### src/rtl/vga_timing_ctrl_pkg.sv
// Shared display timing package.
// Holds the 640x480@60 timing constants and the pixel-pipeline latency of
// the frame decoder, so the decoder and the timing generator cannot drift.
// Also holds the bundle of per-pixel sync flags carried through the
// alignment delay line.
package vga_timing_ctrl_pkg;

    localparam int H_ACTIVE = 640;
    localparam int H_FRONT  = 16;
    localparam int H_SYNC   = 96;
    localparam int H_BACK   = 48;
    localparam int V_ACTIVE = 480;
    localparam int V_FRONT  = 10;
    localparam int V_SYNC   = 2;
    localparam int V_BACK   = 33;

    localparam int H_TOTAL = H_ACTIVE + H_FRONT + H_SYNC + H_BACK;
    localparam int V_TOTAL = V_ACTIVE + V_FRONT + V_SYNC + V_BACK;

    // Clocks from the counter value that produces a coordinate to the
    // matching colour on i_decoded_color. The coordinate output register
    // of vga_timing_ctrl is the first of these stages.
    localparam int PIPE_LATENCY = 2;

    localparam int MAP_H_WIDTH = $clog2(H_ACTIVE);
    localparam int MAP_V_WIDTH = $clog2(V_ACTIVE);

    typedef struct packed {
        logic active;
        logic hs_n;
        logic vs_n;
    } sync_bits_t;

    localparam sync_bits_t SYNC_IDLE = '{active: 1'b0, hs_n: 1'b1, vs_n: 1'b1};

    // True when start <= cnt < start + len.
    function automatic logic in_window(input int cnt, input int start, input int len);
        return (cnt >= start) && (cnt < start + len);
    endfunction

endpackage

### src/rtl/vga_sync_delay.sv
// N-deep, W-wide shift register with an asynchronous reset value.
// Ports:
//   clk      clock
//   rst_n    asynchronous active-low reset, loads rst_val into every stage
//   rst_val  value held by every stage while in reset
//   din      input word
//   dout     din delayed by N clocks
module vga_sync_delay #(
    parameter int N = 2,
    parameter int W = 1
) (
    input  logic         clk,
    input  logic         rst_n,
    input  logic [W-1:0] rst_val,
    input  logic [W-1:0] din,
    output logic [W-1:0] dout
);

    logic [W-1:0] stage [N];

    always_ff @(posedge clk or negedge rst_n) begin
        if (!rst_n) begin
            for (int i = 0; i < N; i++) begin
                stage[i] <= rst_val;
            end
        end else begin
            stage[0] <= din;
            for (int i = 1; i < N; i++) begin
                stage[i] <= stage[i-1];
            end
        end
    end

    assign dout = stage[N-1];

endmodule

### src/rtl/vga_timing_ctrl.sv
// VGA timing generator and DAC output stage around the frame decoder.
// Counts pixels/lines, issues active-area coordinates to the decoder,
// delays the region flags to meet the decoded colour, and registers the
// DAC pins. Counter-to-pin latency is PIPE_LATENCY+1 for colour, BLANK_N,
// HS and VS alike.
// Ports:
//   i_clk            pixel clock
//   i_rst_n          asynchronous active-low reset
//   o_VGA_H/o_VGA_V  active-area coordinate to the decoder, 0 while blanking
//   i_decoded_color  {R,G,B} from the decoder
//   o_VGA_R/G/B      registered DAC colour, 0 while blanking
//   o_VGA_HS/VS      active-low syncs
//   o_VGA_BLANK_N    high while the displayed pixel is active
//   o_VGA_SYNC_N     tied low (no sync-on-green)
//   o_frame_start    one-clock pulse as the vertical front porch begins
module vga_timing_ctrl
    import vga_timing_ctrl_pkg::*;
#(
    parameter int H_ACT = H_ACTIVE,
    parameter int H_FP  = H_FRONT,
    parameter int H_SW  = H_SYNC,
    parameter int H_BP  = H_BACK,
    parameter int V_ACT = V_ACTIVE,
    parameter int V_FP  = V_FRONT,
    parameter int V_SW  = V_SYNC,
    parameter int V_BP  = V_BACK
) (
    input  logic                   i_clk,
    input  logic                   i_rst_n,
    output logic [MAP_H_WIDTH-1:0] o_VGA_H,
    output logic [MAP_V_WIDTH-1:0] o_VGA_V,
    input  logic [23:0]            i_decoded_color,
    output logic [7:0]             o_VGA_R,
    output logic [7:0]             o_VGA_G,
    output logic [7:0]             o_VGA_B,
    output logic                   o_VGA_HS,
    output logic                   o_VGA_VS,
    output logic                   o_VGA_BLANK_N,
    output logic                   o_VGA_SYNC_N,
    output logic                   o_frame_start
);

    localparam int H_TOT = H_ACT + H_FP + H_SW + H_BP;
    localparam int V_TOT = V_ACT + V_FP + V_SW + V_BP;
    localparam int HW    = $clog2(H_TOT);
    localparam int VW    = $clog2(V_TOT);

    logic [HW-1:0] h_cnt;
    logic [VW-1:0] v_cnt;
    logic          h_last;
    logic          v_last;

    assign h_last = (h_cnt == HW'(H_TOT - 1));
    assign v_last = (v_cnt == VW'(V_TOT - 1));

    always_ff @(posedge i_clk or negedge i_rst_n) begin
        if (!i_rst_n) begin
            h_cnt <= '0;
            v_cnt <= '0;
        end else if (h_last) begin
            h_cnt <= '0;
            v_cnt <= v_last ? '0 : v_cnt + 1'b1;
        end else begin
            h_cnt <= h_cnt + 1'b1;
        end
    end

    sync_bits_t stage0;
    sync_bits_t aligned;

    always_comb begin
        stage0.active = in_window(int'(h_cnt), 0, H_ACT) && in_window(int'(v_cnt), 0, V_ACT);
        stage0.hs_n   = !in_window(int'(h_cnt), H_ACT + H_FP, H_SW);
        stage0.vs_n   = !in_window(int'(v_cnt), V_ACT + V_FP, V_SW);
    end

    // The delayed flags line up with the colour present on i_decoded_color,
    // so both can be captured by the same output register.
    vga_sync_delay #(
        .N (PIPE_LATENCY),
        .W ($bits(sync_bits_t))
    ) u_sync_delay (
        .clk     (i_clk),
        .rst_n   (i_rst_n),
        .rst_val (SYNC_IDLE),
        .din     (stage0),
        .dout    (aligned)
    );

    always_ff @(posedge i_clk or negedge i_rst_n) begin
        if (!i_rst_n) begin
            o_VGA_H       <= '0;
            o_VGA_V       <= '0;
            o_VGA_R       <= 8'h00;
            o_VGA_G       <= 8'h00;
            o_VGA_B       <= 8'h00;
            o_VGA_HS      <= 1'b1;
            o_VGA_VS      <= 1'b1;
            o_VGA_BLANK_N <= 1'b0;
            o_frame_start <= 1'b0;
        end else begin
            // Zero while blanking keeps the decoder's map lookup in range.
            o_VGA_H       <= stage0.active ? MAP_H_WIDTH'(h_cnt) : '0;
            o_VGA_V       <= stage0.active ? MAP_V_WIDTH'(v_cnt) : '0;
            o_VGA_R       <= aligned.active ? i_decoded_color[23:16] : 8'h00;
            o_VGA_G       <= aligned.active ? i_decoded_color[15:8]  : 8'h00;
            o_VGA_B       <= aligned.active ? i_decoded_color[7:0]   : 8'h00;
            o_VGA_HS      <= aligned.hs_n;
            o_VGA_VS      <= aligned.vs_n;
            o_VGA_BLANK_N <= aligned.active;
            // Not delayed: high on the cycle the counters read (0, V_ACT),
            // giving game logic the whole vertical blanking interval.
            o_frame_start <= h_last && (v_cnt == VW'(V_ACT - 1));
        end
    end

    assign o_VGA_SYNC_N = 1'b0;

endmodule

### config.mk
export PLATFORM = sky130hd
export DESIGN_NAME = vga_timing_ctrl
export DESIGN_NICKNAME = d
export VERILOG_FILES = /design/src/rtl/vga_timing_ctrl_pkg.sv /design/src/rtl/vga_sync_delay.sv /design/src/rtl/vga_timing_ctrl.sv
export SDC_FILE = /design/constraint.sdc
export NUM_CORES = 1
export LEC_CHECK = 0
export ABC_AREA = 1
export CAP_MARGIN = 20
export CELL_PAD_IN_SITES_DETAIL_PLACEMENT = 0
export CELL_PAD_IN_SITES_GLOBAL_PLACEMENT = 2
export CORE_MARGIN = 2
export CORE_UTILIZATION = 27
export DETAILED_ROUTE_END_ITERATION = 16
export GPL_TIMING_DRIVEN = 0
export PLACE_DENSITY = 0.87
export SLEW_MARGIN = 15
export SYNTH_ARGS = -nofsm -noshare
export SYNTH_HDL_FRONTEND = slang
export SYNTH_SLANG_ARGS = --single-unit
### constraint.sdc
create_clock -name i_clk -period 1.35 [get_ports i_clk]
set_input_delay 0.27 -clock i_clk [delete_from_list [all_inputs] [get_ports i_clk]]
set_output_delay 0.27 -clock i_clk [all_outputs]
set_load 0.1 [all_outputs]
==> metrics.md <==
| Metric | Value |
|---|---|
| Status | finished with violations |
| Failing checks | negative setup slack |
| Total of max-cap violations | 0 |
| Final hold slack | 0.354 ns |
| Endpoints failing hold | 0 |
| Reg-to-Reg End | v_cnt[1] |
| WHS Path Cells | 0 |
| Crit path max-delay cell type | dfrtp_1 |
| Synthesized area | 2900 um2 |
| Initial antenna violation count | 0 |
| Reg-to-reg slack, setup | -0.02 ns |
| CP cell instances | ha_4 -> nand2_4 -> nor2_8 -> nand3_4 -> nor2_8 -> buf_8 -> o21ai_0 |
| Total Nets Final | 419 |
| Setup violators final | 10 |
| CTS Buffer Depth | 2 |
| Largest net degree at the start of global routing | 40 |
| ANT nets after route | 0 |
| All-Layer GR Usage | 11.6% |
| Req. time, crit path | 1.58 ns |
| Buf/Inv on CP | 1 |
| Power, Total | 0.00462 W |
| Count of cell types in the netlist | 29 |
| Most common cell after layout, fill and taps aside | dfrtp_1 |
| FMAX | 728 MHz |
| Crit Path Category | reg -> reg |
| CTS tree | done |
| Setup slack after layout | -0.0230 ns |
| Hold Path Origin | u_sync_delay.stage[5] |
| Number of antenna diodes | 0 |
| Leak | 2.15 nW |
| CTS Root Cell | clkbuf_8 |
| Sequential share of the synthesized area | 63.3% |
| Slew Viols, Final | 0 |
| Synthesized instance count | 292 |
| CP Max Fanout | 10 |
| Router iterations before antenna repair | 4 |
| Die extent in y | 108 um |
| Die ar. | 11600 um2 |
| Post-DP HPWL | 4070 um |
| CTS H-Tree Depth | 3 |
| Routed WL per cell | 11.6 um |
| GPL Wtd Cong | 0.740 |
| Sink Count | 73 |
| Drc violations | 0 |
| Cts bufs inserted | 9 |
| CP Launch Type | flop |
| Clk_lat worst skew | 0.34 ns |
| IO Pins | 74 |
| Power density over the cells | 1120 nW/um2 |
| Worst min path class | reg -> reg |
| Area added between synthesis and finish | 42.0% |
| Crit path arrival time | 1.61 ns |
| Met3 wire len | 493 um |
| First-pass GRT wire length | 10400 um |
| Setup WS pre-CTS | -0.550 ns |
| Syn avg cell area | 9.92 um2 |
| Tcrit/Tclk final | 102% |
| Clk_skew | 0.00902 ns |
| Initial detailed-routing violation count | 101 |
| Wire length on met1 | 2890 um |
| RSZ-0062 raised after global routing | true |
| Die width | 108 um |
| Fillers | 1042 |
| Commonest cells after routing, fill and taps aside | dfrtp_1, buf_4, inv_1, nand2_1, nor2_1 |
| Via Count | 2135 |
| Worst r2r path cells | 7 |
| Met2 wire len | 2700 um |
| RR Startpoint | h_cnt[0] |
| Critical Path End Type | flop |
| Hold Crit Endpoint | u_sync_delay.dout[2] |
| Initial Utilization | 27.9% |
| Core area | 10400 um2 |
| Synth warn | 0 |
| Routed wire length | 6140 um |
| Port bufs | 72 |
| Vias in the first global route | 2240 |
| Most frequent CP cell | nor2_8 |
| Top Metal Used | met4 |
| Syn Nets | 322 |
| CP peak stage delay | 0.40 ns |
| Layout cell share with drive strength beyond 1 | 28.4% |
| CP top delay family | simple AND/OR/NAND/NOR gates |
| Grt total ovfl | 0 |
| Num rows | 37 |
| IR drop worst, VDD | 0.381 mV |
| Minimum clock period | 1.37 ns |
| Via/cell ratio | 4.03 |
| Synth Register Bits | 73 |
| Clk pin slew, worst setup/hold paths | 0.08 ns |
## kinds of logic (layout without fill, tap and decap cells)
kind of cell	Yosys count	in the layout	share of synthesized area, %
flops	73	73	63.3
simple gates	127	127	20.4
compound gates	16	16	3.15
other cells	1	1	0.129
buf+inv	64	166	9.11
fa+ha+maj	4	4	1.73
xor+xnor	7	7	2.12
## flip-flops by register name, summed over array words and instances, names as in the netlist
register,count
h_cnt,10
o_VGA_H,10
v_cnt,10
o_VGA_V,9
o_VGA_B,8
o_VGA_G,8
o_VGA_R,8
u_sync_delay.dout,3
u_sync_delay.stage,3
o_VGA_BLANK_N,1
o_VGA_HS,1
o_VGA_VS,1
o_frame_start,1
## Yosys cell counts
cell      number  area (um2)
nor3_1         7        35.0
conb_1         1        3.75
dfrtp_1       67        1680
nor2_1        36         135
nor2_8         2        40.0
nor3b_1        1        7.51
o21ai_1        1        5.00
nand2_2        2        12.5
nand2_1       53         199
buf_8          1        15.0
ha_1           4        50.1
nand3_4        1        17.5
and2_1         1        6.26
o21ai_2        2        17.5
buf_6          1        11.3
a21oi_1        1        5.00
clkbuf_1       2        7.51
nor2_2         2        12.5
a211o_1        1        8.76
inv_1         56         210
buf_2          1        5.00
buf_4          1        7.51
inv_2          2        7.51
nand4_1        8        50.1
o21ai_0       11        55.1
nor2_4         1        11.3
nand3_1       13        65.1
dfstp_2        6         158
xor2_1         7        61.3
## worst reg2reg max path, stage by stage, from the launching register on
cell,delay (ns)
dfrtp_1,0.40
ha_4,0.17
nand2_4,0.06
nor2_8,0.16
nand3_4,0.11
nor2_8,0.14
buf_8,0.16
o21ai_0,0.08
## stage by stage
step	utilization, %	instances	TNS, ns	cell area (um2)
after floorplan	-	292	0	2900
after global placement	36.6	500	-199.68	3790
after detailed placement	36.8	501	-19.97	3810
after CTS	38.9	525	-0.196	4040
after global routing	39.7	530	-1.46	4110
final	39.7	530	-0.105	4110
## how the worst max path moves through the flow
stage / start / end / slack, ns / depth (start not counted)
after detailed placement: o_VGA_VS / o_VGA_VS / -0.55 / 1
after floorplan: h_cnt[0] / v_cnt[0] / 0.0008 / 7
after global routing: h_cnt[0] / v_cnt[4] / -0.14 / 8
after global placement: i_rst_n / o_VGA_V[6] / -2.54 / 1
after CTS: h_cnt[1] / v_cnt[3] / -0.03 / 7
final: h_cnt[0] / v_cnt[1] / -0.02 / 7
## repair_timing
item,4_1_cts,5_1_grt
setup endpoints to repair,72,29
pin swaps,2,9
hold buffers,1,0
setup buffers,7,6
gates resized for setup,297,18
endpoints found under the hold margin,31,0
## per-layer routing
layer  global-route usage [%]  vias to the layer above
met3                     4.12                        4
met4                     3.57                        0
met2                     17.9                       72
met5                        0                        -
li1                         -                     1070
met1                     15.2                      989
## power breakdown
group	internal (W)	total, W	switching (W)
registers	0.00222	0.00223	0.00000972
logic	0.000131	0.000504	0.000373
clock network	0.00105	0.00188	0.000834
## layout make-up
class                   count  area (um2)  share of cell area (%)
plain buffers               5        37.5                   0.913
clock buffers              10         128                    3.10
clock inverters             6        92.6                    2.25
inverters                  58         220                    5.35
multi-input cells         155         862                    21.0
flip-flops and latches     73        1840                    44.7
well taps                 136         170                    4.14
repair buffers             87         766                    18.6
No activity file was read; power rests on OpenSTA's default activity.
